**config.mk**
```make
export PLATFORM = sky130hd
export DESIGN_NAME = processor_gain_avg
export DESIGN_NICKNAME = d
export VERILOG_FILES = /design/src/rtl/processor_pkg.sv /design/src/rtl/sample_ring.sv /design/src/rtl/processor_gain_avg.sv
export SDC_FILE = /design/constraint.sdc
export NUM_CORES = 1
export LEC_CHECK = 0
export CORE_ASPECT_RATIO = 1.2
export CORE_UTILIZATION = 45
export DETAILED_ROUTE_END_ITERATION = 7
export GPL_TIMING_DRIVEN = 0
export PLACE_DENSITY = 0.72
export SYNTH_ARGS = -nofsm -noshare
export SYNTH_HDL_FRONTEND = slang
export SYNTH_HIERARCHICAL = 1
export SYNTH_SLANG_ARGS = --single-unit
```
**constraint.sdc**
```tcl
create_clock -name sysclk -period 9.6 [get_ports sysclk]
set_input_delay 1.92 -clock sysclk [delete_from_list [all_inputs] [get_ports sysclk]]
set_output_delay 1.92 -clock sysclk [all_outputs]
set_load 0.02 [all_outputs]
```
**src/rtl/processor_pkg.sv**
```systemverilog
// Shared defaults, FSM encoding and the signed clamp helper for the gain/average stage.
package processor_pkg;
   localparam int               DEF_DATA_W     = 10;
   localparam logic [9:0]       DEF_ADC_OFFSET = 10'h181;
   localparam logic [9:0]       DEF_DAC_OFFSET = 10'h200;
   localparam int               DEF_GAIN_W     = 8;
   localparam int               DEF_GAIN_FRAC  = 4;
   localparam int               DEF_LOG2_DEPTH = 3;

   typedef enum logic {
      ST_CLEAR = 1'b0,
      ST_RUN   = 1'b1
   } state_t;

   // Clamp v into the signed range of a w-bit word.
   function automatic logic signed [31:0] sat_signed(input logic signed [31:0] v, input int w);
      logic signed [31:0] hi;
      logic signed [31:0] lo;
      hi = (32'sd1 <<< (w - 1)) - 32'sd1;
      lo = -hi - 32'sd1;
      if (v > hi) return hi;
      if (v < lo) return lo;
      return v;
   endfunction
endpackage

```
**src/rtl/sample_ring.sv**
```systemverilog
// Circular sample buffer: returns the oldest entry and overwrites it in the same cycle.
module sample_ring #(
   parameter int DATA_W     = 10,
   parameter int LOG2_DEPTH = 3
) (
   input  logic                  clk,
   input  logic                  rst_n,
   input  logic                  wr_en,
   input  logic                  clr,
   input  logic [DATA_W-1:0]     din,
   output logic [DATA_W-1:0]     oldest,
   output logic [LOG2_DEPTH-1:0] wr_ptr
);
   logic [DATA_W-1:0] mem [1 << LOG2_DEPTH];

   assign oldest = mem[wr_ptr];

   // Contents are not reset; the CLEAR sweep zeroes them after every reset.
   always_ff @(posedge clk) begin
      if (!rst_n) begin
         wr_ptr <= '0;
      end else if (clr || wr_en) begin
         mem[wr_ptr] <= clr ? '0 : din;
         wr_ptr      <= wr_ptr + 1'b1;
      end
   end
endmodule

```
**src/rtl/processor_gain_avg.sv**
```systemverilog
// ADC->DAC stage: offset removal, optional moving average, fixed-point gain, saturation.
module processor_gain_avg
   import processor_pkg::*;
#(
   parameter int               DATA_W     = DEF_DATA_W,
   parameter logic [DATA_W-1:0] ADC_OFFSET = DEF_ADC_OFFSET,
   parameter logic [DATA_W-1:0] DAC_OFFSET = DEF_DAC_OFFSET,
   parameter int               GAIN_W     = DEF_GAIN_W,
   parameter int               GAIN_FRAC  = DEF_GAIN_FRAC,
   parameter int               LOG2_DEPTH = DEF_LOG2_DEPTH
) (
   input  logic              sysclk,
   input  logic              rst_n,
   input  logic              in_valid,
   output logic              in_ready,
   input  logic [DATA_W-1:0] data_in,
   input  logic [GAIN_W-1:0] gain,
   input  logic              avg_en,
   output logic [DATA_W-1:0] data_out,
   output logic              out_valid,
   output logic              sat_flag,
   output logic              drop_err
);
   localparam int DEPTH  = 1 << LOG2_DEPTH;
   localparam int SUM_W  = DATA_W + LOG2_DEPTH;
   localparam int P_W    = DATA_W + GAIN_W + 1;
   localparam int STAGES = 3;

   state_t                   state;
   logic                     accept;
   logic                     clr;
   logic [LOG2_DEPTH-1:0]    wr_ptr;
   logic signed [DATA_W-1:0] x;
   logic signed [DATA_W-1:0] x1;
   logic signed [DATA_W-1:0] oldest_s;
   logic signed [SUM_W-1:0]  sum;
   logic signed [DATA_W-1:0] a_avg;
   logic signed [DATA_W-1:0] a;
   logic signed [P_W-1:0]    p;
   logic signed [P_W-1:0]    s;
   logic signed [31:0]       s32;
   logic signed [31:0]       sat_val;
   logic [DATA_W-1:0]        c_val;
   logic                     c_clip;
   logic [STAGES:0]          vld_pipe;

   assign accept   = in_valid && in_ready;
   assign clr      = (state == ST_CLEAR);
   assign x        = data_in - ADC_OFFSET;
   assign a_avg    = DATA_W'(sum >>> LOG2_DEPTH);
   assign a        = avg_en ? a_avg : x1;
   assign s        = p >>> GAIN_FRAC;
   assign s32      = 32'(s);
   assign sat_val  = sat_signed(s32, DATA_W);
   assign out_valid = vld_pipe[STAGES];

   sample_ring #(.DATA_W(DATA_W), .LOG2_DEPTH(LOG2_DEPTH)) u_ring (
      .clk    (sysclk),
      .rst_n  (rst_n),
      .wr_en  (accept),
      .clr    (clr),
      .din    (x),
      .oldest (oldest_s),
      .wr_ptr (wr_ptr)
   );

   // CLEAR lasts one full sweep of the ring; wr_ptr wraps back to 0 on exit.
   always_ff @(posedge sysclk) begin
      if (!rst_n) begin
         state    <= ST_CLEAR;
         in_ready <= 1'b0;
         drop_err <= 1'b0;
      end else begin
         case (state)
            ST_CLEAR: if (wr_ptr == LOG2_DEPTH'(DEPTH - 1)) begin
               state    <= ST_RUN;
               in_ready <= 1'b1;
            end
            default: in_ready <= 1'b1;
         endcase
         if (in_valid && !in_ready) drop_err <= 1'b1;
      end
   end

   // Accept -> multiply -> clamp -> output register, so out_valid lands 3 cycles after accept.
   always_ff @(posedge sysclk) begin
      if (!rst_n) begin
         vld_pipe <= '0;
         sum      <= '0;
         x1       <= '0;
         p        <= '0;
         c_val    <= '0;
         c_clip   <= 1'b0;
         data_out <= DAC_OFFSET;
         sat_flag <= 1'b0;
      end else begin
         vld_pipe <= {vld_pipe[STAGES-1:0], accept};
         if (accept) begin
            x1  <= x;
            sum <= sum + SUM_W'(x) - SUM_W'(oldest_s);
         end
         if (vld_pipe[0]) p <= P_W'(a) * P_W'($signed({1'b0, gain}));
         if (vld_pipe[1]) begin
            c_val  <= DATA_W'(sat_val);
            c_clip <= (sat_val != s32);
         end
         if (vld_pipe[2]) begin
            data_out <= c_val + DAC_OFFSET;
            sat_flag <= c_clip;
         end
      end
   end
endmodule

```
==> qor.json, run 1 <==
{
  "clock_network": {
    "ctsHtreeMaxLevel": 4,
    "cts_tree": "yes",
    "clk_transition_reported_paths_ns": 0.06,
    "holdBufCountCts": 0,
    "insertion_delay_ns": 0.44,
    "cts_made_buffers": 17,
    "post-cts-setup-buffers": 0,
    "clock-sinks": 153,
    "root_buffer": "clkbuf_16",
    "ctsLongestPathBuffers": 2,
    "cts_repair_resize_count": 0
  },
  "finish": {
    "syn2layout_area_growth_pct": 13.54,
    "postLayoutCoreUtil_pct": 52.13,
    "num_antenna_cells": 0,
    "mostFrequentLayoutCells": "inv_1, edfxtp_1, fa_1",
    "layout_commonest_cell": "inv_1",
    "seqCellArea_mm2": 0.003864,
    "multi_input_area_mm2": 0.005520,
    "num-fill-cells": 1853,
    "design.final.nets": 1118,
    "drive_above_1_share_pct": 7.865
  },
  "status": {
    "status": "finished, violations left",
    "failed_checks": "DRC"
  },
  "power_and_ir_drop": {
    "peak_supply_drop_mv": 0.1330,
    "power_density_mw_per_mm2": 146.1,
    "p_leak_nw": 4.665
  },
  "global_routing": {
    "number_of_antenna_violations_at_the_first_check_in_global_routing": 0,
    "via_count_of_the_first_global_routing_pass": 6813,
    "global_route.usage.total_pct": 20.17,
    "grt_pass1_wl_mm": 35.29,
    "global_route.overflow_total": 0,
    "grt_start_max_net_pins": 18
  },
  "yosys": {
    "register_bit_count_reported_by_yosys": 153,
    "synth_edf_count": 80,
    "synth.yosys.seq_area_share_pct": 38.64,
    "synthDistinctLibCells": 60,
    "synthesis.nets": 1065,
    "async_reset_ff_share_pct": 0,
    "syn_inst": 913,
    "ys_warn_count": 6,
    "post_synth_instance_area_mm2": 0.01000,
    "synth_ff_type": "edfxtp_1",
    "synth.avg_cell_area_um2": 10.95
  },
  "run": {
    "cap_violations": 0
  },
  "drt": {
    "wl_per_cell_um": 17.24,
    "drtIter0Drc": 478,
    "num_vias": 6753,
    "final_antenna_net_count": 0,
    "drt_pass1_iterations": 7,
    "postRouteWirelength_mm": 21.60,
    "avgViaCountPerCell": 5.389,
    "drc": 7
  },
  "worst_setup_path": {
    "critical_path.max_stage_delay_ns": 0.83,
    "timing.critical_path.required_ns": 9.92,
    "worst_setup_path_type": "in2reg",
    "nature_of_the_critical_path_endpoint": "register",
    "cpMostUsedCell": "fa_1",
    "cp_max_fo": 10,
    "cp_data_arrival_time_ns": 6.85,
    "startpoint_kind_of_the_worst_setup_timing_path": "input pin",
    "timing.critical_path.slowest_stage_cell": "mux2i_1",
    "cell_by_cell_trace_of_the_critical_path": "buf_2 > mux2i_1 > nor2b_1 > fa_1 > fa_1 > inv_1 > fa_1 > fa_1 > inv_1 > ha_1 > o21ai_0 > nor2_1 > a41oi_2 > o21ai_2 > and3_1 > a221o_1"
  },
  "timing": {
    "worst_slew_margin_rel_pct": 23.48,
    "final_max_slew_viol_count": 0,
    "fmax_mhz": 153.1,
    "tightestPinTransition_ns": 1.144,
    "count_of_final_hold_check_violations": 0,
    "period_share_pct": 68.05,
    "rsz0062_at_grt": "false",
    "fin_skew_ns": 0.01053,
    "setup_tns_ns": 0,
    "min_period_ns": 6.533,
    "setup-violations-final": 0,
    "whs_ns": 0.4589
  },
  "floorplan": {
    "design.portCount": 36,
    "rows": 59,
    "initial_core_utilization_pct": 45.92,
    "die_area_mm2": 0.02282,
    "placeableCoreArea_mm2": 0.02178,
    "chipHeight_um": 165.3,
    "dieWidth_um": 138.1
  },
  "placed_design": {
    "count_of_buffers_inserted_at_the_top_level_ports": 28,
    "place.gp.congestion": 0.8322,
    "place.detailed.hpwl_mm": 16.35
  },
  "hold_path": {
    "hp-class": "reg2reg"
  }
}
per-stage QoR:
step	cell area, µm²	setup slack, ns	total power (W)	std cells
2_1_floorplan	10000	3.032	0.0008997	913
4_1_cts	11350	3.065	0.001668	1253
6_report	11350	3.067	0.001659	1253
3_5_place_dp	10720	2.618	0.0009647	1221
3_3_place_gp	10620	2.578	0.0009564	1215
5_1_grt	11350	2.755	0.001725	1253
report_power, final:
group | leakage, nW | switching [W] | internal (W)
clock | 0.305 | 0.000306 | 0.000400
sequential | 1.34 | 0.00000590 | 0.000695
combinational | 3.02 | 0.000142 | 0.000110
total | 4.66 | 0.000454 | 0.00120
cells by family (layout without fill, tap and decap cells):
family | after synthesis | count (layout) | share of synthesized area (%)
fa+ha+maj | 130 | 130 | 22.12
xor+xnor | 28 | 28 | 2.452
flops | 153 | 153 | 38.64
mux | 58 | 58 | 9.284
buf+inv | 163 | 229 | 6.481
compound gates | 130 | 130 | 8.283
simple gates | 251 | 251 | 12.74
cells in the mapped netlist, types with 16 or more instances:
cell type,count,area [µm²]
clkbuf_1,18,67.56
mux2i_1,20,200.2
mux2_2,17,191.4
o21ai_0,34,170.2
a21oi_1,44,220.2
nor2_1,54,202.7
and2_1,30,187.7
mux4_1,20,525.5
nor3_1,18,90.09
ha_1,52,650.6
nor2b_1,30,187.7
nand3_1,16,80.08
xnor2_1,17,148.9
inv_1,128,480.5
dfxtp_1,73,1461
edfxtp_1,80,2402
fa_1,78,1562
nand2_1,60,225.2
area by class of cell:
class                      instances  share of cell area, %
buffer                            32                  1.378
clock buffer                      17                  3.747
clock inverter                    15                  1.807
inverter                         131                  4.331
multi-input combinational        597                  48.62
sequential                       153                  34.03
tap                              274                  3.020
timing repair buffer              34                  3.064
metal layers:
metal / track usage, % / routed length [µm]
met1: 25.43 / 9472
met4: 5.771 / 237
met5: 0 / 0
met3: 3.518 / 949
met2: 35.76 / 10940
final timing paths:
check,startpoint,to,slack (ns),depth (start not counted)
min reg2reg,x1[9]$_SDFFE_PN0P_,x1[9]$_SDFFE_PN0P_,0.46,2
max,avg_en,p[16]$_SDFFE_PN0P_,3.07,16
min,x1[9]$_SDFFE_PN0P_,x1[9]$_SDFFE_PN0P_,0.46,2
max reg2reg,sum[4]$_SDFFE_PN0P_,p[16]$_SDFFE_PN0P_,4.56,15
worst max-delay path, delay by kind of cell:
kind | cells | cell delay [ns]
fa+ha+maj | 5 | 2.39
compound gates | 4 | 0.89
simple gates | 3 | 0.46
buf+inv | 3 | 0.36
mux | 1 | 0.83
registers in the layout (all words and copies together), names as in the netlist, named ones only:
signal / count
u_ring/mem: 80
c_clip: 1
drop_err: 1
vld_pipe: 4
sum: 13
in_ready: 1
x1: 10
p: 15
u_ring/wr_ptr: 3
data_out: 10
c_val: 10
state: 1
sat_flag: 1
(Power assumes the default switching activity.)
==> run 2, diff against run 1 <==
--- a/config.mk
+++ b/config.mk
@@ -9,7 +9,7 @@
 export CORE_UTILIZATION = 45
 export DETAILED_ROUTE_END_ITERATION = 7
 export GPL_TIMING_DRIVEN = 0
-export PLACE_DENSITY = 0.72
+export PLACE_DENSITY = 0.74
 export SYNTH_ARGS = -nofsm -noshare
 export SYNTH_HDL_FRONTEND = slang
 export SYNTH_HIERARCHICAL = 1
==> constraint.sdc (replaced) <==
create_clock -name sysclk -period 5.45 [get_ports sysclk]
set_input_delay 1.09 -clock sysclk [delete_from_list [all_inputs] [get_ports sysclk]]
set_output_delay 1.09 -clock sysclk [all_outputs]
set_load 0.02 [all_outputs]
==> run 2 against run 1 <==
Against the previous run:
- register-to-register slack worse by 3.9 ns
- worst hold slack better by 0.0095 ns
- critical endpoint unchanged
- combinational power up 78%
- the flow still finishes with violations (DRC)
- first-iteration DRC count down 36%
- critical path depth up 3
- global-route usage up 0.19 points
==> qor.json, run 2 (synthesis gave the netlist of run 1 again) <==
{
  "finish": {
    "num-fill-cells": {"value": 1868, "change": "was 1853"},
    "fin_cells": {"value": 1256, "change": "was 1253"},
    "biggest_register": {"value": "u_ring/mem", "change": "unchanged"},
    "num_antenna_cells": {"value": 0, "change": "unchanged"},
    "drive_above_1_share": {"value": 9.369, "unit": "%", "change": "was 7.865%"},
    "layout_top_registers": {"value": "u_ring/mem: 80 flops, p: 15 flops, sum: 13 flops", "change": "unchanged"},
    "postLayoutCoreUtil": {"value": 52.68, "unit": "%", "change": "was 52.13%"},
    "layout_commonest_cell": {"value": "inv_1", "change": "unchanged"},
    "seqCellArea": {"value": 0.003864, "unit": "mm²", "change": "unchanged"},
    "mostFrequentLayoutCells": {"value": "inv_1, edfxtp_1, fa_1", "change": "unchanged"},
    "syn2layout_area_growth": {"value": 14.73, "unit": "%", "change": "was 13.54%"},
    "largest_reg_flops": {"value": 80, "change": "unchanged"},
    "design.final.nets": {"value": 1121, "change": "was 1118"},
    "multi_input_area": {"value": 0.005593, "unit": "mm²", "change": "was 0.005520 mm²"}
  },
  "drt": {
    "num_vias": {"value": 6836, "change": "was 6753"},
    "drt_pass1_iterations": {"value": 7, "change": "unchanged"},
    "wl_per_cell": {"value": 17.27, "unit": "µm", "change": "was 17.24 µm"},
    "drc": {"value": 2, "change": "was 7"},
    "final_antenna_net_count": {"value": 0, "change": "unchanged"},
    "postRouteWirelength": {"value": 21.69, "unit": "mm", "change": "was 21.60 mm"},
    "avgViaCountPerCell": {"value": 5.443, "change": "was 5.389"},
    "drtIter0Drc": {"value": 305, "change": "was 478"}
  },
  "timing": {
    "tightestPinTransition": {"value": 1.137, "unit": "ns", "change": "was 1.144 ns"},
    "worst_slew_margin_rel": {"value": 23.93, "unit": "%", "change": "was 23.48%"},
    "fin_skew": {"value": 0.007064, "unit": "ns", "change": "was 0.01053 ns"},
    "period_share_pct": 96.20,
    "final_max_slew_viol_count": {"value": 0, "change": "unchanged"},
    "count_of_final_hold_check_violations": {"value": 0, "change": "unchanged"},
    "rsz0062_at_grt": {"value": "true", "change": "was false"},
    "fmax_mhz": 190.7,
    "min_period_ns": 5.243,
    "whs": {"value": 0.4684, "unit": "ns", "change": "was 0.4589 ns"},
    "setup-violations-final": {"value": 0, "change": "unchanged"}
  },
  "power_and_ir_drop": {
    "switching_share": {"value": 24.94, "unit": "%", "change": "was 27.37%"},
    "total_switching_power": {"value": 0.0007437, "unit": "W", "change": "was 0.0004540 W"},
    "p_leak": {"value": 4.679, "unit": "nW", "change": "was 4.665 nW"},
    "combPwrFrac": {"value": 15.1, "unit": "%", "change": "was 15.2%"},
    "power_density": {"value": 259.9, "unit": "mW/mm²", "change": "was 146.1 mW/mm²"},
    "internal_power": {"value": 0.002238, "unit": "W", "change": "was 0.001205 W"},
    "seq_power_share": {"value": 41.4, "unit": "%", "change": "was 42.3%"},
    "peak_supply_drop": {"value": 0.3298, "unit": "mV", "change": "was 0.1330 mV"},
    "clockPowerShare": {"value": 43.5, "unit": "%", "change": "was 42.5%"}
  },
  "global_routing": {
    "via_count_of_the_first_global_routing_pass": {"value": 7108, "change": "was 6813"},
    "number_of_antenna_violations_at_the_first_check_in_global_routing": {"value": 0, "change": "unchanged"},
    "grt_pass1_wl": {"value": 36.17, "unit": "mm", "change": "was 35.29 mm"},
    "grt_start_max_net_pins": {"value": 17, "change": "was 18"},
    "global_route.usage.total": {"value": 20.35, "unit": "%", "change": "was 20.17%"},
    "global_route.overflow_total": {"value": 0, "change": "unchanged"}
  },
  "worst_setup_path": {
    "startpoint_kind_of_the_worst_setup_timing_path": {"value": "input pin", "change": "unchanged"},
    "nature_of_the_critical_path_endpoint": {"value": "register", "change": "unchanged"},
    "reg2reg_end": {"value": "p[16]$_SDFFE_PN0P_", "change": "unchanged"},
    "worst_setup_path_type": {"value": "in2reg", "change": "unchanged"},
    "startpoint": {"value": "avg_en", "change": "unchanged"},
    "cp_max_fo": {"value": 10, "change": "unchanged"},
    "depth_of_the_worst_register_to_register_path": {"value": 18, "change": "was 15"},
    "setup.reg_to_reg.worst_slack": {"value": 0.68, "unit": "ns", "change": "was 4.56 ns"},
    "r2r-start": {"value": "sum[12]$_SDFFE_PN0P_", "change": "was sum[4]$_SDFFE_PN0P_"},
    "cp_data_arrival_time": {"value": 5.55, "unit": "ns", "change": "was 6.85 ns"},
    "timing.critical_path.required": {"value": 5.76, "unit": "ns", "change": "was 9.92 ns"}
  },
  "clock_network": {
    "insertion_delay": {"value": 0.42, "unit": "ns", "change": "was 0.44 ns"},
    "cts_made_buffers": {"value": 17, "change": "unchanged"},
    "root_buffer": {"value": "clkbuf_16", "change": "unchanged"},
    "ctsHtreeMaxLevel": {"value": 4, "change": "unchanged"},
    "ctsLongestPathBuffers": {"value": 2, "change": "unchanged"},
    "clk_transition_reported_paths": {"value": 0.06, "unit": "ns", "change": "about the same"},
    "clock-sinks": {"value": 153, "change": "unchanged"},
    "cts_tree": {"value": "yes", "change": "unchanged"}
  },
  "floorplan": {
    "rows": {"value": 59, "change": "unchanged"},
    "placeableCoreArea": {"value": 0.02178, "unit": "mm²", "change": "unchanged"},
    "chipHeight": {"value": 165.3, "unit": "µm", "change": "unchanged"},
    "dieWidth": {"value": 138.1, "unit": "µm", "change": "unchanged"},
    "die_area": {"value": 0.02282, "unit": "mm²", "change": "unchanged"},
    "design.portCount": {"value": 36, "change": "unchanged"},
    "initial_core_utilization": {"value": 45.92, "unit": "%", "change": "unchanged"}
  },
  "status": {
    "failed_checks": {"value": "DRC", "change": "unchanged"},
    "status": {"value": "finished, violations left", "change": "unchanged"}
  },
  "placed_design": {
    "place.gp.congestion": {"value": 0.8071, "change": "was 0.8322"},
    "placed_cells": {"value": 1221, "change": "unchanged"},
    "count_of_buffers_inserted_at_the_top_level_ports": {"value": 28, "change": "unchanged"},
    "place.detailed.hpwl": {"value": 15.95, "unit": "mm", "change": "was 16.35 mm"}
  },
  "hold_path": {
    "hp-class": {"value": "reg2reg", "change": "unchanged"},
    "hold-path-endpoint": {"value": "sum[0]$_SDFFE_PN0P_", "change": "was x1[9]$_SDFFE_PN0P_"},
    "hold_path_startpoint": {"value": "sum[0]$_SDFFE_PN0P_", "change": "was x1[9]$_SDFFE_PN0P_"},
    "timing.hold.worst_path_depth": {"value": 2, "change": "unchanged"}
  },
  "run": {
    "cap_violations": {"value": 0, "change": "unchanged"}
  }
}
==> run 2: metrics by stage <==
step	setup TNS [ns]	total power, W	worst slack, ns	cell area, µm²
floorplan	0	0.001586	0.01248	10020
global placement	-3.177	0.001683	-0.4926	10650
detailed placement	-4.030	0.001701	-0.5764	10740
CTS	0	0.002992	0.05018	11390
global route	-0.04407	0.003088	-0.03937	11470
finish	0	0.002982	0.2072	11470
==> run 2: worst max-delay path: stages <==
cell and delay, ns:
buf_8 0.14, mux2_4 0.37, nand2_2 0.12, inv_2 0.07, fa_2 0.60, inv_2 0.09, fa_1 0.54, inv_1 0.05
fa_1 0.47, inv_1 0.06, fa_1 0.53, inv_1 0.06, ha_4 0.26, a21oi_1 0.13, o21ai_0 0.12, a41oi_2 0.26
o21ai_2 0.11, and3_1 0.19, a221o_1 0.29
==> run 2: repair_timing <==
action                                  in CTS  in global routing
buffers inserted                             0                  4
gates resized for setup                      3                 13
endpoints found under the setup margin       4                  6
hold buffers                                 0                  0
cloned                                       0                  0
pin swaps                                    0                  5
==> run 2: layer usage <==
metal | global-route usage (%) | vias up | part of all wire (%)
li1 | - | 3233 | -
met1 | 23.73 | 3411 | 41
met2 | 38.64 | 158 | 54
met3 | 2.739 | 34 | 3.7
met4 | 6.895 | 0 | 1.6
met5 | 0 | - | 0
==> run 2: cell type report <==
cell class              count  share of cell area [%]
clock inverters            14                   1.909
plain buffers              31                   1.418
repair buffers             38                   3.228
well taps                 274                   2.988
inverters                 131                   4.286
multi-input cells         597                   48.75
clock buffers              18                   3.741
flip-flops and latches    153                   33.68
==> run 2: worst max path at each step <==
| stage | to | slack (ns) |
|---|---|---|
| 3_5_place_dp | p[16]$_SDFFE_PN0P_ | -0.58 |
| 3_3_place_gp | p[16]$_SDFFE_PN0P_ | -0.49 |
| 2_1_floorplan | p[16]$_SDFFE_PN0P_ | 0.01 |
| 4_1_cts | p[18]$_SDFFE_PN0P_ | 0.05 |
| 5_1_grt | p[18]$_SDFFE_PN0P_ | -0.04 |
| 6_report | p[16]$_SDFFE_PN0P_ | 0.21 |
==> run 2: power groups by stage <==
stage	Combinational (W)	Sequential, W	Clock [W]
finish	0.000449	0.00124	0.00130
global route	0.000498	0.00124	0.00135
CTS	0.000450	0.00124	0.00131
detailed placement	0.000442	0.00126	0
global placement	0.000425	0.00126	0
floorplan	0.000329	0.00126	0
==> run 3, diff against run 2 <==
--- a/config.mk
+++ b/config.mk
@@ -7,6 +7,7 @@
 export LEC_CHECK = 0
 export CORE_ASPECT_RATIO = 1.2
 export CORE_UTILIZATION = 45
+export CTS_BUF_LIST = sky130_fd_sc_hd__clkbuf_8
 export DETAILED_ROUTE_END_ITERATION = 7
 export GPL_TIMING_DRIVEN = 0
 export PLACE_DENSITY = 0.74
==> run 3 against run 2 <==
Against the previous run:
- the flow still finishes with violations (DRC)
- clock-buffer cell count fell by 1
- first-iteration DRC count fell by 7.2%
- sequential cell count did not move
- worst setup slack improved by 0.031 ns
- fmax rose by 0.60%
- total power fell by 11%
- critical endpoint is now p[17]$_SDFFE_PN0P_
- largest cell class unchanged
==> qor.json, run 3 (synthesis gave the netlist of run 1 again) <==
{
  "global_routing": {
    "number_of_antenna_violations_at_the_first_check_in_global_routing": {"value": 0, "change": "unchanged"},
    "grt_pass1_wl": {"value": 35.05, "unit": "mm", "change": "was 36.17 mm"},
    "via_count_of_the_first_global_routing_pass": {"value": 7057, "change": "was 7108"},
    "global_route.usage.total": {"value": 19.71, "unit": "%", "change": "was 20.35%"},
    "global_route.overflow_total": {"value": 0, "change": "unchanged"},
    "grt_start_max_net_pins": {"value": 17, "change": "unchanged"}
  },
  "drt": {
    "wl_per_cell": {"value": 16.72, "unit": "µm", "change": "was 17.27 µm"},
    "met2_length": {"value": 11.21, "unit": "mm", "change": "was 11.63 mm"},
    "num_vias": {"value": 6742, "change": "was 6836"},
    "drtIter0Drc": {"value": 283, "change": "was 305"},
    "wl_met3": {"value": 614, "unit": "µm", "change": "was 792 µm"},
    "avgViaCountPerCell": {"value": 5.368, "change": "was 5.443"},
    "topRoutingLayerUsed": {"value": "met4", "change": "unchanged"},
    "m1_wl": {"value": 8.879, "unit": "mm", "change": "was 8.907 mm"},
    "postRouteWirelength": {"value": 21.01, "unit": "mm", "change": "was 21.69 mm"},
    "final_antenna_net_count": {"value": 0, "change": "unchanged"},
    "drc": {"value": 2, "change": "unchanged"},
    "drt_pass1_iterations": {"value": 7, "change": "unchanged"}
  },
  "timing": {
    "period_share": {"value": 95.63, "unit": "%", "change": "was 96.20%"},
    "worst_slew_margin_rel": {"value": 24.05, "unit": "%", "change": "was 23.93%"},
    "min_period": {"value": 5.212, "unit": "ns", "change": "was 5.243 ns"},
    "final_max_slew_viol_count": {"value": 0, "change": "unchanged"},
    "setup-violations-final": {"value": 0, "change": "unchanged"},
    "tightestPinTransition": {"value": 1.135, "unit": "ns", "change": "was 1.137 ns"},
    "fin_skew": {"value": 0.01276, "unit": "ns", "change": "was 0.007064 ns"},
    "fmax": {"value": 191.9, "unit": "MHz", "change": "was 190.7 MHz"},
    "setup_tns": {"value": 0, "unit": "ns", "change": "unchanged"},
    "count_of_final_hold_check_violations": {"value": 0, "change": "unchanged"},
    "setup_slack": {"value": 0.2383, "unit": "ns", "change": "was 0.2072 ns"}
  },
  "power_and_ir_drop": {
    "peak_supply_drop": {"value": 0.2664, "unit": "mV", "change": "was 0.3298 mV"},
    "switching_share": {"value": 26.20, "unit": "%", "change": "was 24.94%"},
    "seq_power_share": {"value": 46.3, "unit": "%", "change": "was 41.4%"},
    "internal_power": {"value": 0.001967, "unit": "W", "change": "was 0.002238 W"},
    "clockPowerShare": {"value": 37.0, "unit": "%", "change": "was 43.5%"},
    "total_switching_power": {"value": 0.0006981, "unit": "W", "change": "was 0.0007437 W"},
    "combPwrFrac": {"value": 16.7, "unit": "%", "change": "was 15.1%"},
    "p_leak": {"value": 4.594, "unit": "nW", "change": "was 4.679 nW"},
    "power_density": {"value": 236.2, "unit": "mW/mm²", "change": "was 259.9 mW/mm²"}
  },
  "placed_design": {
    "preCtsSetupSlack": {"value": -0.5764, "unit": "ns", "change": "unchanged"},
    "place.detailed.hpwl": {"value": 15.95, "unit": "mm", "change": "unchanged"},
    "placed_cells": {"value": 1221, "change": "unchanged"},
    "place.gp.congestion": {"value": 0.8071, "change": "unchanged"},
    "count_of_buffers_inserted_at_the_top_level_ports": {"value": 28, "change": "unchanged"}
  },
  "worst_setup_path": {
    "setup.reg_to_reg.worst_slack": {"value": 0.65, "unit": "ns", "change": "was 0.68 ns"},
    "nature_of_the_critical_path_endpoint": {"value": "register", "change": "unchanged"},
    "r2r-start": {"value": "sum[12]$_SDFFE_PN0P_", "change": "unchanged"},
    "cp_data_arrival_time": {"value": 5.59, "unit": "ns", "change": "was 5.55 ns"},
    "timing.critical_path.required": {"value": 5.82, "unit": "ns", "change": "was 5.76 ns"},
    "depth_of_the_worst_register_to_register_path": {"value": 16, "change": "was 18"},
    "startpoint_kind_of_the_worst_setup_timing_path": {"value": "input pin", "change": "unchanged"},
    "worst_setup_path_type": {"value": "in2reg", "change": "unchanged"},
    "timing.critical_path.slowest_stage_cell": {"value": "fa_1", "change": "was fa_2"},
    "reg2reg_end": {"value": "p[17]$_SDFFE_PN0P_", "change": "was p[16]$_SDFFE_PN0P_"},
    "cp_max_fo": {"value": 10, "change": "unchanged"},
    "critical_path.max_stage_delay": {"value": 0.57, "unit": "ns", "change": "was 0.60 ns"},
    "cell_by_cell_trace_of_the_critical_path": {"value": "buf_8 > mux2_4 > and2_1 > fa_1 > inv_1 > fa_1 > inv_1 > fa_1 > inv_1 > fa_1 > inv_1 > ha_2 > a21o_1 > a21o_1 > a21oi_1 > a21oi_1 > o32ai_1", "change": "was buf_8 > mux2_4 > nand2_2 > inv_2 > fa_2 > inv_2 > fa_1 > inv_1 > fa_1 > inv_1 > fa_1 > inv_1 > ha_4 > a21oi_1 > o21ai_0 > a41oi_2 > o21ai_2 > and3_1 > a221o_1"}
  },
  "clock_network": {
    "holdBufCountCts": {"value": 0, "change": "unchanged"},
    "cts_tree": {"value": "yes", "change": "unchanged"},
    "cts_made_buffers": {"value": 17, "change": "unchanged"},
    "root_buffer": {"value": "clkbuf_8", "change": "was clkbuf_16"},
    "insertion_delay": {"value": 0.46, "unit": "ns", "change": "was 0.42 ns"},
    "clock-sinks": {"value": 153, "change": "unchanged"},
    "ctsHtreeMaxLevel": {"value": 4, "change": "unchanged"},
    "ctsLongestPathBuffers": {"value": 2, "change": "unchanged"},
    "clk_transition_reported_paths": {"value": 0.09, "unit": "ns", "change": "was 0.06 ns"}
  },
  "floorplan": {
    "rows": {"value": 59, "change": "unchanged"},
    "dieWidth": {"value": 138.1, "unit": "µm", "change": "unchanged"},
    "chipHeight": {"value": 165.3, "unit": "µm", "change": "unchanged"},
    "design.portCount": {"value": 36, "change": "unchanged"},
    "initial_core_utilization": {"value": 45.92, "unit": "%", "change": "unchanged"},
    "die_area": {"value": 0.02282, "unit": "mm²", "change": "unchanged"},
    "placeableCoreArea": {"value": 0.02178, "unit": "mm²", "change": "unchanged"}
  },
  "finish": {
    "mostFrequentLayoutCells": {"value": "inv_1, edfxtp_1, fa_1", "change": "unchanged"},
    "biggest_register": {"value": "u_ring/mem", "change": "unchanged"},
    "syn2layout_area_growth": {"value": 12.85, "unit": "%", "change": "was 14.73%"},
    "drive_above_1_share": {"value": 9.063, "unit": "%", "change": "was 9.369%"},
    "largest_reg_flops": {"value": 80, "change": "unchanged"},
    "num_antenna_cells": {"value": 0, "change": "unchanged"},
    "layout_commonest_cell": {"value": "inv_1", "change": "unchanged"},
    "design.final.nets": {"value": 1121, "change": "unchanged"},
    "layout_top_registers": {"value": "u_ring/mem: 80 flops, p: 15 flops, sum: 13 flops", "change": "unchanged"},
    "fin_cells": {"value": 1256, "change": "unchanged"}
  },
  "status": {
    "status": {"value": "finished, violations left", "change": "unchanged"},
    "failed_checks": {"value": "DRC", "change": "unchanged"}
  },
  "hold_path": {
    "hp-class": {"value": "reg2reg", "change": "unchanged"},
    "hold-path-endpoint": {"value": "sum[0]$_SDFFE_PN0P_", "change": "unchanged"},
    "timing.hold.worst_path_depth": {"value": 2, "change": "unchanged"},
    "hold_path_startpoint": {"value": "sum[0]$_SDFFE_PN0P_", "change": "unchanged"}
  },
  "run": {
    "cap_violations": {"value": 0, "change": "unchanged"}
  }
}
run 3: cell types whose count changed in the layout (fill, tap and decap cells not counted), moves of 2 or more:
cell,change
clkbuf_16,-17
clkbuf_8,+17
inv_1,+3
inv_2,-2
run 3: worst max-delay path, delay by kind of cell:
kind | cells | cell delay (ns)
buffers and inverters | 5 | 0.44
and+or+nand+nor | 1 | 0.22
adders and majority gates | 5 | 2.55
muxes | 1 | 0.37
AOI/OAI and AO/OA | 5 | 0.91
run 3: worst max path at each step:
stage,endpoint,cells past startpoint,startpoint
6_report,p[17]$_SDFFE_PN0P_,17,avg_en
3_5_place_dp,p[16]$_SDFFE_PN0P_,16,avg_en
3_3_place_gp,p[16]$_SDFFE_PN0P_,16,avg_en
5_1_grt,p[18]$_SDFFE_PN0P_,17,avg_en
4_1_cts,p[18]$_SDFFE_PN0P_,18,avg_en
2_1_floorplan,p[16]$_SDFFE_PN0P_,18,avg_en
run 3: repair_timing:
action	CTS	global route
gates cloned	0	0
pin swaps	0	5
resized for setup	2	10
setup endpoints to repair	2	5
buffers inserted	0	4
run 3: power groups by stage:
| stage | Combinational [W] | Sequential, W | Clock, W |
|---|---|---|---|
| after floorplan | 0.000329 | 0.00126 | 0 |
| after global placement | 0.000425 | 0.00126 | 0 |
| after detailed placement | 0.000442 | 0.00126 | 0 |
| after CTS | 0.000444 | 0.00123 | 0.000998 |
| after global routing | 0.000493 | 0.00124 | 0.00104 |
| final | 0.000446 | 0.00123 | 0.000986 |
run 3: area by class of cell:
cell class                      instances  area [µm²]
Tap cell                              274       342.8
Fill cell                            1883       10490
Timing Repair Buffer                   38       370.4
Clock buffer                           17       234.0
Buffer                                 31       162.7
Multi-Input combinational cell        597        5597
Inverter                              131       491.7
Clock inverter                         15       222.7
Sequential cell                       153        3864
run 3: through the flow:
stage	hold WS [ns]	power (W)	util, %	cell area [µm²]
2_1_floorplan	0.4358	0.001586	-	10020
3_3_place_gp	0.4445	0.001683	48.88	10650
3_5_place_dp	0.4526	0.001701	49.31	10740
4_1_cts	0.4670	0.002676	51.44	11200
5_1_grt	0.4734	0.002773	51.82	11280
6_report	0.4706	0.002665	51.82	11280
run 3: layer usage:
metal  vias up  track usage, %
li1       3231               -
met1      3368           22.88
met2       114           37.31
met3        29           3.345
met4         0           5.924
met5         -               0
==> patch: new RTL, flow settings as in run 2 <==
Register the input `gain` before use, with the module's reset. The logic sees it one clock later. The other inputs are not delayed to match.
--- a/src/rtl/processor_gain_avg.sv
+++ b/src/rtl/processor_gain_avg.sv
@@ -25,6 +25,16 @@
    localparam int SUM_W  = DATA_W + LOG2_DEPTH;
    localparam int P_W    = DATA_W + GAIN_W + 1;
    localparam int STAGES = 3;
+
+   logic [GAIN_W-1:0] gain_q;
+
+   always_ff @(posedge sysclk) begin
+      if (!rst_n) begin
+         gain_q <= '0;
+      end else begin
+         gain_q <= gain;
+      end
+   end
 
    state_t                   state;
    logic                     accept;
@@ -99,7 +109,7 @@
             x1  <= x;
             sum <= sum + SUM_W'(x) - SUM_W'(oldest_s);
          end
-         if (vld_pipe[0]) p <= P_W'(a) * P_W'($signed({1'b0, gain}));
+         if (vld_pipe[0]) p <= P_W'(a) * P_W'($signed({1'b0, gain_q}));
          if (vld_pipe[1]) begin
             c_val  <= DATA_W'(sat_val);
             c_clip <= (sat_val != s32);
Check against the original RTL: same outputs for any inputs over 10 cycles, from zero or initial values and one cycle with rst_n low; that may be too few to reach the edited logic, so the function may still have changed.
==> patch against run 2 <==
- worst setup slack worse by 0.018 ns
- sequential cell count is 8 higher
- clock skew is 0.0049 ns higher
- cell count is 1.8% higher
- final area is 2.3% higher
- highest routed layer unchanged
- critical path type unchanged
- area after synthesis is 2.5% higher
- worst hold slack hardly changed
- critical path depth is 1 lower
- total power is 2.8% lower
- routed wire length is 0.27% lower
- sequential power is 5% higher
- non-clock buffer count is 5 higher
- die area is 2.5% higher
==> patch: results (changes against run 2) <==
tightest_slew_ns: 1.22  # +0.0787 ns
yosys_warnings: 6  # unchanged
cts.clk_slew.worst_paths_ns: 0.07
cp_max_fo: 10  # unchanged
drt-initial-drc-count: 324  # +6.2%
arrival_ns: 5.59  # +0.04 ns
cts_max_level: 4  # unchanged
cts_inserted_buffers: 17  # unchanged
clk_path_buf_depth: 2  # unchanged
syn_nets: 1080  # +1.4%
synth_ff_type: "dfxtp_1"
r2r_cells: 16  # -2
grt_max_degree: 17  # unchanged
port_buffers: 34  # +21%
grt_pass1_vias: 7065  # -0.60%
hpwl_um: 16300  # +2.4%
holdPathEnd: "sum[0]"
r2r_setup_slack_ns: 0.64  # -0.04 ns
gp_congestion: 0.862  # +6.8%
synth_compound_area_share_pct: 8.13  # -0.15 points
reg_top3: "u_ring/mem: 80 flops, p: 15 flops, sum: 13 flops"
dpl_worst_slack_ns: -0.646  # -0.0700 ns
worstHoldStart: "sum[0]"
grt_pass1_wl_um: 35900  # -0.76%
clock_skew_ns: 0.0119  # +0.00486 ns
async_flop_share_pct: 0  # unchanged
ys_top_cells_by_count: "inv_1, dfxtp_1, edfxtp_1, fa_1, nand2_1"
place_inst: 1247  # +2.1%
min_path_type: "flip-flop to flip-flop"
clk_latency_ns: 0.43
drt_wl_total_um: 21600  # -0.27%
synth_fa_ha_area_share_pct: 21.6  # -0.54 points
drive_above_1_share_pct: 9.00  # -0.37 points
muxShareOfSynthArea_pct: 8.96  # -0.32 points
r2r-start: "gain_q[2]"
num_vias: 6846  # +0.15%
ctsRootBufferMaster: "clkbuf_16"
cpPeakStageDelay_ns: 0.58  # -0.02 ns
grtUsageTotal_pct: 19.8  # -0.56 points
ir_worst_vdd_uv: 231  # -30%
yosys.cell_types.count: 55  # -8.3%
synthXorXnorAreaFrac_pct: 2.38  # -0.072 points
yosysSeqAreaShare_pct: 39.3  # +0.62 points
slowest_stage: "fa_2"
antenna_cells: 0  # unchanged
status: "complete, no violations"
whs_ns: 0.469  # +0.000320 ns
timing.rr.end: "p[16]"
power.leakage_uw: 0.00482  # +3.0%
yosys-top-cells-area: "edfxtp_1, dfxtp_1, fa_1"
final_cells: 1279  # +1.8%
synthCells: 928  # +1.6%
synth_enable_flop_cells: 80  # unchanged
drt_pass1_iterations: 4  # -3
patch: cell types whose count changed in the layout (fill, tap and decap cells not counted), sizes merged, moves of 6 or more:
cell	delta
nor3	-7
dfxtp	+8
nor2b	+16
nor2	-26
and2	+8
clkdlybuf4s50	+6
o211a	+6
patch: area by class of cell:
type | instances | area (um2)
Fill cell | 1919 | 10600
Multi-Input combinational cell | 604 | 5710
Sequential cell | 161 | 4020
Inverter | 129 | 484
Clock buffer | 20 | 478
Timing Repair Buffer | 42 | 415
Tap cell | 279 | 349
Buffer | 32 | 160
Clock inverter | 12 | 111
patch: kinds of logic after synthesis:
group                      after synthesis
adders and majority gates              130
muxes                                   57
buffers and inverters                  163
xor gates and xnor gates                27
DFF                                    161
AOI/OAI and AO/OA                      133
and+or+nand+nor                        257
patch: how the worst max path moves through the flow:
stage | start | end | slack (ns)
2_1_floorplan | avg_en | p[16] | 0.007
3_3_place_gp | avg_en | p[16] | -0.64
3_5_place_dp | avg_en | p[16] | -0.65
4_1_cts | avg_en | p[18] | 0.0009
5_1_grt | avg_en | p[18] | -0.006
6_report | avg_en | p[16] | 0.19
patch: stage by stage:
| stage | util [%] | area [um2] | total power, uW | setup TNS [ns] |
|---|---|---|---|---|
| 3_5_place_dp | 49.5 | 11100 | 1740 | -3.75 |
| 2_1_floorplan | - | 10300 | 1620 | 0 |
| 3_3_place_gp | 49.1 | 11000 | 1720 | -3.63 |
| 6_report | 52.5 | 11700 | 2900 | 0 |
| 4_1_cts | 52.2 | 11700 | 2920 | 0 |
| 5_1_grt | 52.5 | 11700 | 3010 | -0.00606 |
patch: timing repair:
action,in CTS,in global routing
hold buffers,0,0
pin swaps,0,3
setup endpoints to repair,2,6
buffers inserted,0,2
gates resized for setup,4,13
cloned,0,0
patch: routing by layer:
metal  GRT usage [%]  routed length, um
met1            24.1               9130
met2            35.3              11200
met3            2.92                786
met4            7.55                503
met5               0                  0
patch: where the power goes:
group | internal [uW] | switching, uW
Combinational | 187 | 228
Clock | 652 | 535
Sequential | 1290 | 12.0
Total | 2120 | 775
patch: worst max-delay path: cells and delay by family:
kind	cells	cell delay (ns)
mux	1	0.36
simple gates	2	0.40
fa+ha+maj	5	2.37
compound gates	5	0.96
buf+inv	5	0.41
